File: config.mk
export PLATFORM = sky130hd
export DESIGN_NAME = counter_share_ctrl_flat
export DESIGN_NICKNAME = d
export VERILOG_FILES = /design/src/rtl/counter_share_ctrl_pkg.sv /design/src/rtl/counter_share_ctrl_if.sv /design/src/rtl/counter_share_ctrl_rr_arbiter.sv /design/src/rtl/counter_share_ctrl.sv /design/src/flat_wrapper.sv
export SDC_FILE = /design/constraint.sdc
export NUM_CORES = 1
export LEC_CHECK = 0
export CAP_MARGIN = 15
export CORE_UTILIZATION = 57
export CTS_BUF_LIST = sky130_fd_sc_hd__clkbuf_4 sky130_fd_sc_hd__clkbuf_8
export CTS_CLUSTER_DIAMETER = 60
export DETAILED_ROUTE_END_ITERATION = 12
export GPL_ROUTABILITY_DRIVEN = 0
export PLACE_DENSITY_LB_ADDON = 0.1
export RECOVER_POWER = 50
export SKIP_CTS_REPAIR_TIMING = 1
export SKIP_LAST_GASP = 1
export SYNTH_ARGS = -nofsm -noshare
export SYNTH_HDL_FRONTEND = slang
export SYNTH_SLANG_ARGS = --single-unit
File: constraint.sdc
create_clock -name clock -period 4.7 [get_ports clock]
set_input_delay 0.47 -clock clock [delete_from_list [all_inputs] [get_ports clock]]
set_output_delay 0.47 -clock clock [all_outputs]
set_load 0.01 [all_outputs]
File: src/rtl/counter_share_ctrl_pkg.sv
// Shared definitions for the counter-sharing controller: FSM state encoding,
// direction codes and the default counter width.
package counter_ctrl_pkg;
    localparam int unsigned DEFAULT_WIDTH = 16;

    localparam logic DIR_UP = 1'b1;
    localparam logic DIR_DN = 1'b0;

    typedef enum logic [1:0] {
        IDLE  = 2'd0,
        ISSUE = 2'd1,
        WAIT  = 2'd2
    } state_t;
endpackage

File: src/rtl/counter_share_ctrl_if.sv
// Requester/counter bundle of the counter-sharing controller. The master
// modport is the controller side; the slave modport is the clients plus counter.
interface counter_share_ctrl_if
    import counter_ctrl_pkg::*;
#(
    parameter int unsigned N_REQ = 4,
    parameter int unsigned WIDTH = DEFAULT_WIDTH
) ();
    logic [N_REQ-1:0] req;
    logic [N_REQ-1:0] dir;
    logic [N_REQ-1:0] ack;
    logic [WIDTH-1:0] ack_count;
    logic             ack_sat;
    logic             ack_wrap;
    logic             busy;
    logic             increase;
    logic             decrease;
    logic             overflow_protect;
    logic [WIDTH-1:0] count_in;

    modport master (
        input  req, dir, count_in,
        output ack, ack_count, ack_sat, ack_wrap, busy,
               increase, decrease, overflow_protect
    );

    modport slave (
        output req, dir, count_in,
        input  ack, ack_count, ack_sat, ack_wrap, busy,
               increase, decrease, overflow_protect
    );
endinterface

File: src/rtl/counter_share_ctrl_rr_arbiter.sv
// Round-robin request picker: first asserted request at or after ptr wins,
// wrapping modulo N_REQ. Purely combinational; grant is zero when disabled.
module rr_arbiter #(
    parameter  int unsigned N_REQ = 4,
    localparam int unsigned IDX_W = $clog2(N_REQ)
) (
    input  logic [N_REQ-1:0] req,
    input  logic [IDX_W-1:0] ptr,
    input  logic             enable,
    output logic [N_REQ-1:0] grant,
    output logic [IDX_W-1:0] index
);
    logic             found;
    logic [IDX_W-1:0] cand;

    always_comb begin
        grant = '0;
        index = '0;
        found = 1'b0;
        cand  = '0;
        for (int unsigned i = 0; i < N_REQ; i++) begin
            cand = IDX_W'((32'(ptr) + i) % N_REQ);
            if (enable && !found && req[cand]) begin
                found       = 1'b1;
                grant[cand] = 1'b1;
                index       = cand;
            end
        end
    end
endmodule

File: src/rtl/counter_share_ctrl.sv
// Arbitrates N_REQ requesters onto one external up/down counter: one pulse per
// granted op, then an ack carrying the post-update count and boundary status.
module counter_share_ctrl
    import counter_ctrl_pkg::*;
#(
    parameter int unsigned N_REQ   = 4,
    parameter int unsigned WIDTH   = DEFAULT_WIDTH,
    parameter logic        PROTECT = 1'b1
) (
    input  logic           clock,
    input  logic           reset,
    counter_share_ctrl_if.master bus
);
    localparam int unsigned IDX_W = $clog2(N_REQ);

    state_t           state;
    logic [IDX_W-1:0] ptr;
    logic [IDX_W-1:0] win_idx;
    logic [N_REQ-1:0] win_grant;
    logic [N_REQ-1:0] grant_q;
    logic [N_REQ-1:0] ack_q;
    logic             dir_g;
    logic             inc_q;
    logic             dec_q;
    logic             busy_q;
    logic [WIDTH-1:0] prev;
    logic [WIDTH-1:0] count_hold;
    logic             in_wait;
    logic             at_edge;

    rr_arbiter #(.N_REQ(N_REQ)) u_arb (
        .req    (bus.req),
        .ptr    (ptr),
        .enable (state == IDLE),
        .grant  (win_grant),
        .index  (win_idx)
    );

    always_ff @(posedge clock or posedge reset) begin
        if (reset) begin
            state      <= IDLE;
            ptr        <= '0;
            grant_q    <= '0;
            ack_q      <= '0;
            dir_g      <= DIR_DN;
            inc_q      <= 1'b0;
            dec_q      <= 1'b0;
            busy_q     <= 1'b0;
            prev       <= '0;
            count_hold <= '0;
        end else begin
            ack_q <= '0;
            inc_q <= 1'b0;
            dec_q <= 1'b0;
            case (state)
                IDLE: begin
                    if (|bus.req) begin
                        grant_q <= win_grant;
                        dir_g   <= bus.dir[win_idx];
                        prev    <= bus.count_in;
                        ptr     <= (win_idx == IDX_W'(N_REQ - 1)) ? '0 : win_idx + 1'b1;
                        inc_q   <= (bus.dir[win_idx] == DIR_UP);
                        dec_q   <= (bus.dir[win_idx] == DIR_DN);
                        busy_q  <= 1'b1;
                        state   <= ISSUE;
                    end
                end
                ISSUE: begin
                    ack_q <= grant_q;
                    state <= WAIT;
                end
                WAIT: begin
                    count_hold <= bus.count_in;
                    busy_q     <= 1'b0;
                    state      <= IDLE;
                end
                default: state <= IDLE;
            endcase
        end
    end

    // The counter has already absorbed the pulse in WAIT, so the ack payload
    // is taken straight from count_in; outside WAIT the last value is held.
    assign in_wait = (state == WAIT);
    assign at_edge = (dir_g == DIR_UP) ? (prev == '1) : (prev == '0);

    assign bus.ack              = ack_q;
    assign bus.increase         = inc_q;
    assign bus.decrease         = dec_q;
    assign bus.busy             = busy_q;
    assign bus.ack_count        = in_wait ? bus.count_in : count_hold;
    assign bus.ack_sat          = in_wait & PROTECT & (bus.count_in == prev);
    assign bus.ack_wrap         = in_wait & ~PROTECT & at_edge;
    assign bus.overflow_protect = PROTECT;
endmodule

File: src/flat_wrapper.sv
// flat-port wrapper written by rule: the top's interface ports become plain ports
module counter_share_ctrl_flat import counter_ctrl_pkg::*;
#(
    parameter int unsigned N_REQ   = 4,
    parameter int unsigned WIDTH   = DEFAULT_WIDTH,
    parameter logic        PROTECT = 1'b1
)
  (clock, reset, bus_req, bus_dir, bus_count_in, bus_ack, bus_ack_count, bus_ack_sat, bus_ack_wrap, bus_busy, bus_increase, bus_decrease, bus_overflow_protect);
  counter_share_ctrl_if #(.N_REQ(N_REQ), .WIDTH(WIDTH)) bus_i ();
  input  logic clock;
  input  logic reset;
  input wire logic [$bits(bus_i.req)-1:0] bus_req;
  input wire logic [$bits(bus_i.dir)-1:0] bus_dir;
  input wire logic [$bits(bus_i.count_in)-1:0] bus_count_in;
  output wire logic [$bits(bus_i.ack)-1:0] bus_ack;
  output wire logic [$bits(bus_i.ack_count)-1:0] bus_ack_count;
  output wire logic [$bits(bus_i.ack_sat)-1:0] bus_ack_sat;
  output wire logic [$bits(bus_i.ack_wrap)-1:0] bus_ack_wrap;
  output wire logic [$bits(bus_i.busy)-1:0] bus_busy;
  output wire logic [$bits(bus_i.increase)-1:0] bus_increase;
  output wire logic [$bits(bus_i.decrease)-1:0] bus_decrease;
  output wire logic [$bits(bus_i.overflow_protect)-1:0] bus_overflow_protect;
  assign bus_i.req = bus_req;
  assign bus_i.dir = bus_dir;
  assign bus_i.count_in = bus_count_in;
  assign bus_ack = bus_i.ack;
  assign bus_ack_count = bus_i.ack_count;
  assign bus_ack_sat = bus_i.ack_sat;
  assign bus_ack_wrap = bus_i.ack_wrap;
  assign bus_busy = bus_i.busy;
  assign bus_increase = bus_i.increase;
  assign bus_decrease = bus_i.decrease;
  assign bus_overflow_protect = bus_i.overflow_protect;
  counter_share_ctrl #(.N_REQ(N_REQ), .WIDTH(WIDTH), .PROTECT(PROTECT)) u_core (.clock(clock), .reset(reset), .bus(bus_i));
endmodule
==> key figures, run 1 <==
Floorplanning
  – Die footprint: 4530 sq um
  – IO Pins: 52
  – Core area: 4058 sq um
  – Die H: 67.31 microns
  – Initial Util: 59.91%
  – Cell Rows: 23
  – Die Span X: 67.31 microns

CTS
  – Max H-tree Level: 2
  – Worst-path clk slew: 0.09 ns
  – CTS Buf Count: 5
  – Clock latency on the worst-skew pair: 0.31 ns
  – CTS sink cnt: 47
  – CTS tree: yes
  – CTS root buffer: clkbuf_8
  – Worst-case clock buffer depth: 2

Yosys
  – Synth warn: 0
  – Sequential share of the synthesized area: 48.38%
  – Synth Instances: 199
  – Flops & latches, synth: 47
  – Mapped Area: 2431 sq um
  – Main flop type after synthesis: dfrtp_1
  – Yosys cell types: 50
  – Yosys top cell area share: 48.38%
  – FFs w/ async S/R, synth: 100.0%
  – Post-synth EDFFs: 0
  – Synth area leaders: dfrtp_1 48%, mux2_2 16%, xor2_1 5.8%
  – Yosys top cell by area: dfrtp_1
  – Syn nets: 229
  – Synth Area per Inst: 12.22 sq um

Drt
  – Vias: 1665
  – Routed wire length on met3: 213 microns
  – Drt first pass iters: 4
  – Initial drt markers: 90
  – Top Layer Used: met4
  – Met2 WL: 2.314 mm
  – WL final: 4.638 mm
  – WL met1: 1.969 mm
  – DRC: 0
  – Wire per inst: 15.83 microns
  – Post-DRT Antenna Nets: 0
  – Vias per inst: 5.683

Power and ir drop
  – Gate power share: 52.4%
  – Power per cell area: 700.4 nW/um^2
  – Int Pwr: 1.361 mW
  – Switching power: 0.7643 mW
  – Clk pwr share: 13.8%
  – Static leakage: 1.255 nW
  – Peak supply drop: 343.3 uV
  – Switch share: 35.96%
  – Reg power frac: 33.8%

Timing
  – Fin. Hold Viols: 0
  – RSZ-0062 raised after global routing: no
  – Post-route minimum period: 2.967 ns
  – Setup-failing EPs final: 0
  – Worst-margin pin slew: 1.699 ns
  – Max Freq: 337.0 MHz
  – Final TNS setup: 0 ns
  – Normalized max-slew margin: -13.36%
  – Final worst path period share: 63.13%
  – Max-slew violation count: 48
  – Skew final: 0.006531 ns
  – Fin Hold WS: 0.4902 ns

Setup path
  – Crit-path max cell delay: 0.69 ns
  – Crit path kind: register to register
  – CP Max Fanout: 16
  – Worst setup SP type: register
  – Slowest-stage cell, CP: dfrtp_1
  – Required @ worst endpoint: 4.90 ns
  – Critical path endpoint category: register
  – Worst Path Arrival: 3.17 ns
  – CP delay by family, top: multiplexers
  – WP buf/inv: 1
  – CP Cell Sequence: inv_1 > ha_1 > mux2_2 > nor3_1 > a32oi_2 > nand2_2 > mux2_4 > a22o_1

GRT
  – Antenna violations before repair: 0
  – Global-route wire length before repair: 7.272 mm
  – Vias in the first global route: 1582
  – Remaining Overflow, GRT: 0
  – Tot GR Track Use: 22.25%
  – Largest net degree at the start of global routing: 48

Layout
  – Layout net count: 272
  – Most common cell after layout, fill and taps aside: dfrtp_1
  – Area growth, synth to finish: 24.81%
  – Antenna Cells: 0
  – Most frequent cells in the layout: 47 x dfrtp_1, 46 x clkdlybuf4s50_1, 34 x mux2_2
  – Non-filler cells, final: 293
  – Share of layout cells above drive strength 1: 22.63%
  – Fin area: 3034 sq um

Placed design
  – Hpwl dp: 3.437 mm
  – Cell Area, Placed: 2922 sq um
  – Buffers on Ports: 49
  – Placed Cells: 285

Status
  – Failing checks: max-capacitance violations, max-slew violations
  – Status: finished with violations

Run
  – Max-Cap Viols: 1

Hold path
  – Hold crit path type: register to register
path summary, 6_finish.rpt:
kind / slack, ns / endpoint / depth (start not counted) / start
min: 0.49 / u_core.bus.ack[3]$_DFF_PP0_ / 1 / u_core.grant_q[3]$_DFFE_PP0P_
max reg2reg: 1.73 / u_core.bus.increase$_DFF_PP0_ / 8 / u_core.ptr[0]$_DFFE_PP0P_
min in group asynchronous: 1.14 / u_core.count_hold[6]$_DFF_PP0_ / 2 / reset
min reg2reg: 0.49 / u_core.bus.ack[3]$_DFF_PP0_ / 1 / u_core.grant_q[3]$_DFFE_PP0P_
max in group asynchronous: 2.58 / u_core.prev[1]$_DFFE_PP0P_ / 2 / reset
max: 1.73 / u_core.bus.increase$_DFF_PP0_ / 8 / u_core.ptr[0]$_DFFE_PP0P_
area by class of cell:
class,instances,area (sq um)
multi-input combinational,134,1170
timing repair buffer,50,498.0
fill,259,1023
inverter,4,15.01
clock buffer,5,68.82
clock inverter,3,43.79
tap,50,62.56
sequential,47,1176
Yosys cell counts (3+ instances only):
cell type / count
nor3_1: 5
xor2_1: 16
a22oi_1: 9
nor2_1: 8
a31oi_1: 4
and2_1: 6
ha_1: 4
nor4_1: 3
buf_4: 3
o21ai_0: 4
inv_1: 4
buf_2: 7
mux2_2: 34
dfrtp_1: 47
logic make-up (layout without fill, tap and decap cells):
group / Yosys count / in the layout / synth area share, %
flip-flops: 47 / 47 / 48.38
adder cells (fa/ha/maj): 4 / 4 / 2.059
buffers and inverters: 18 / 62 / 3.654
AO/OA/AOI/OAI: 34 / 34 / 11.12
multiplexers: 39 / 39 / 19.20
AND/OR/NAND/NOR: 38 / 38 / 9.162
other: 2 / 2 / 0.3089
XOR/XNOR: 17 / 17 / 6.124
metal layers:
layer | GRT usage [%] | vias to the layer above
met1 | 26.34 | 801
met5 | 0 | -
met2 | 37.50 | 52
met3 | 5.574 | 15
met4 | 10.90 | 0
li1 | - | 797
power groups by stage:
stage / combinational (mW) / sequential [mW] / clock, mW
6_report: 1.11 / 0.719 / 0.293
5_1_grt: 1.21 / 0.745 / 0.318
4_1_cts: 1.12 / 0.720 / 0.298
3_5_place_dp: 1.12 / 0.729 / 0
3_3_place_gp: 1.07 / 0.712 / 0
2_1_floorplan: 0.767 / 0.702 / 0
stage by stage:
stage	setup WS [ns]	util, %	power, mW
floorplan	2.094	-	1.469
global placement	1.937	72.00	1.785
detailed placement	1.765	72.00	1.849
CTS	1.733	74.78	2.139
global route	1.563	74.78	2.268
finish	1.733	74.78	2.125
state kept, by name, summed over array words and instances (netlist names):
signal	flops
u_core.bus.ack	4
u_core.bus.busy	1
u_core.bus.decrease	1
u_core.bus.increase	1
u_core.count_hold	16
u_core.grant_q	4
u_core.prev	16
u_core.ptr	2
u_core.state	2
(Power assumes the default switching activity.)
==> inputs of run 2 (changes only) <==
CORE_UTILIZATION = 47   (was 57)
clock period = 2.64 ns   (was 4.7 ns; I/O delays follow)
==> run 2 against run 1 <==
Net effect:
- the flow now finishes without violations
- clock-buffer cell count is 1 higher
- cell area rose by 2.9%
- largest power group unchanged
- non-clock buffer count up 11
- via count up 1.6%
- critical endpoint is now bus_ack_sat
- sequential share of layout area down 1.1 points
- setup slack worse by 1.5 ns
- cell count grew 9.2%
- register-to-register slack got worse by 1.5 ns
==> key figures, run 2 (same netlist as run 1, synthesis figures left out) <==
Setup path
  – CP Max Fanout: 3 (-13)
  – Crit-path max cell delay: 0.55 ns (-0.14 ns)
  – Required @ worst endpoint: 2.38 ns (-2.52 ns)
  – FF-to-FF setup slack: 0.26 ns (-1.47 ns)
  – Worst setup SP type: input pin
  – Worst Path Arrival: 2.15 ns (-1.02 ns)
  – Critical path endpoint category: output pin
  – Most Frequent Cell on Critical Path: clkdlybuf4s50_1
  – Crit path kind: input pin to output pin
  – CP Cell Sequence: clkdlybuf4s50_1 > xor2_1 > nor4_1 > nand4_1 > nor3_1 > clkdlybuf4s50_1
  – WP buf/inv: 2 (+1)
  – CP delay by family, top: buffers and inverters
  – Slowest-stage cell, CP: clkdlybuf4s50_1

Layout
  – Antenna Cells: 0 (unchanged)
  – Non-filler cells, final: 320 (+9.2%)
  – Share of layout cells above drive strength 1: 24.90% (+2.3 points)
  – Area growth, synth to finish: 28.46%
  – Most frequent cells in the layout: 47 x dfrtp_1, 46 x clkdlybuf4s50_1, 32 x mux2_2
  – Fin area: 3123 sq um (+2.9%)
  – Most common cell after layout, fill and taps aside: dfrtp_1
  – Layout net count: 283 (+4.0%)
  – Final design utilization: 64.41% (-10 points)
  – Biggest regs: u_core.count_hold (16), u_core.prev (16)

CTS
  – CTS root buffer: clkbuf_8
  – Clock latency on the worst-skew pair: 0.29 ns (-0.02 ns)
  – CTS tree: yes
  – Max H-tree Level: 2 (unchanged)
  – CTS Buf Count: 5 (unchanged)
  – Worst-path clk slew: 0.08 ns (about the same)
  – Worst-case clock buffer depth: 2 (unchanged)
  – CTS sink cnt: 47 (unchanged)

Timing
  – Fin. Hold Viols: 0 (unchanged)
  – RSZ-0062 raised after global routing: no
  – Worst-margin pin slew: 1.125 ns (-0.5735 ns)
  – Max Freq: 414.6 MHz
  – Post-route minimum period: 2.412 ns
  – Normalized max-slew margin: 24.99% (+38 points)
  – Setup-failing EPs final: 0 (unchanged)
  – Final TNS setup: 0 ns (unchanged)
  – Skew final: 0.002260 ns (-0.004271 ns)
  – Max-slew violation count: 0 (-100%)
  – Final worst path period share: 91.36%

Drt
  – Post-DRT Antenna Nets: 0 (unchanged)
  – Vias: 1692 (+1.6%)
  – Vias per inst: 5.288 (-7.0%)
  – WL final: 4.425 mm (-4.6%)
  – Initial drt markers: 69 (-23%)
  – Drt first pass iters: 4 (unchanged)
  – DRC: 0 (unchanged)
  – Wire per inst: 13.83 microns (-13%)

Placed design
  – Cell Area, Placed: 3038 sq um (+4.0%)
  – Hpwl dp: 3.087 mm (-10%)
  – Placed Cells: 313 (+9.8%)
  – Buffers on Ports: 49 (unchanged)

Power and ir drop
  – Static leakage: 1.295 nW (+3.2%)
  – Power, Total: 3.769 mW (+77%)
  – Peak supply drop: 734.0 uV (+110%)
  – Power per cell area: 1207 nW/um^2 (+72%)

Hold path
  – Hold crit path type: register to register

GRT
  – Global-route wire length before repair: 7.493 mm (+3.0%)
  – Remaining Overflow, GRT: 0 (unchanged)
  – Tot GR Track Use: 18.23% (-4.0 points)
  – Antenna violations before repair: 0 (unchanged)
  – Largest net degree at the start of global routing: 48 (unchanged)
  – Vias in the first global route: 1621 (+2.5%)

Floorplanning
  – Die H: 73.92 microns (+9.8%)
  – Die Span X: 73.92 microns (+9.8%)
  – Initial Util: 50.14% (-9.8 points)
  – Cell Rows: 25 (+8.7%)
  – IO Pins: 52 (unchanged)
  – Core area: 4848 sq um (+19%)
  – Die footprint: 5464 sq um (+21%)

Status
  – Status: complete, no violations

Run
  – Max-Cap Viols: 0 (-1)
==> run 2: cell count changes in the layout (fill, tap and decap cells not counted), sizes merged <==
cell,previous run,this run
clkbuf,5,7
buf,1,11
inv,4,3
bufinv,1,0
==> run 2: through the flow <==
step | setup WS (ns) | hold slack, ns
after floorplan | 0.03428 | 0.4157
after global placement | 0.1904 | 0.4610
after detailed placement | 0.1557 | 0.4694
after CTS | 0.1832 | 0.4547
after global routing | 0.06661 | 0.5036
final | 0.2281 | 0.4898
==> run 2: layout make-up <==
class                      instances  area (sq um)
inverter                           4         15.01
timing repair buffer              61         590.6
tap                               67         83.83
sequential                        47          1176
multi-input combinational        134          1170
clock inverter                     1         5.005
clock buffer                       6         82.58
fill                             407          1725
==> run 2: power by group <==
group	total, mW	internal, mW	switching (mW)
clock network	0.428	0.206	0.223
registers	1.23	1.08	0.146
logic	2.11	1.15	0.961
total	3.77	2.44	1.33
==> run 2: final timing paths <==
path | from | endpoint | depth (start not counted)
worst min register to register | u_core.grant_q[3]$_DFFE_PP0P_ | u_core.bus.ack[3]$_DFF_PP0_ | 1
min in group asynchronous | reset | u_core.count_hold[15]$_DFF_PP0_ | 3
worst min-delay path | u_core.grant_q[3]$_DFFE_PP0P_ | u_core.bus.ack[3]$_DFF_PP0_ | 1
max in group asynchronous | reset | u_core.count_hold[3]$_DFF_PP0_ | 3
worst max-delay path | bus_count_in[13] | bus_ack_sat | 6
worst max register to register | u_core.ptr[0]$_DFFE_PP0P_ | u_core.bus.increase$_DFF_PP0_ | 8
==> run 2: layer usage <==
| layer | routed length [microns] | vias up | GRT usage (%) | part of all wire, % |
|---|---|---|---|---|
| met5 | 0 | - | 0 | 0 |
| met4 | 71 | 0 | 7.692 | 1.6 |
| met3 | 218 | 7 | 4.252 | 4.9 |
| met2 | 1883 | 48 | 27.17 | 43 |
| met1 | 2252 | 817 | 25.51 | 51 |
| li1 | - | 820 | - | - |
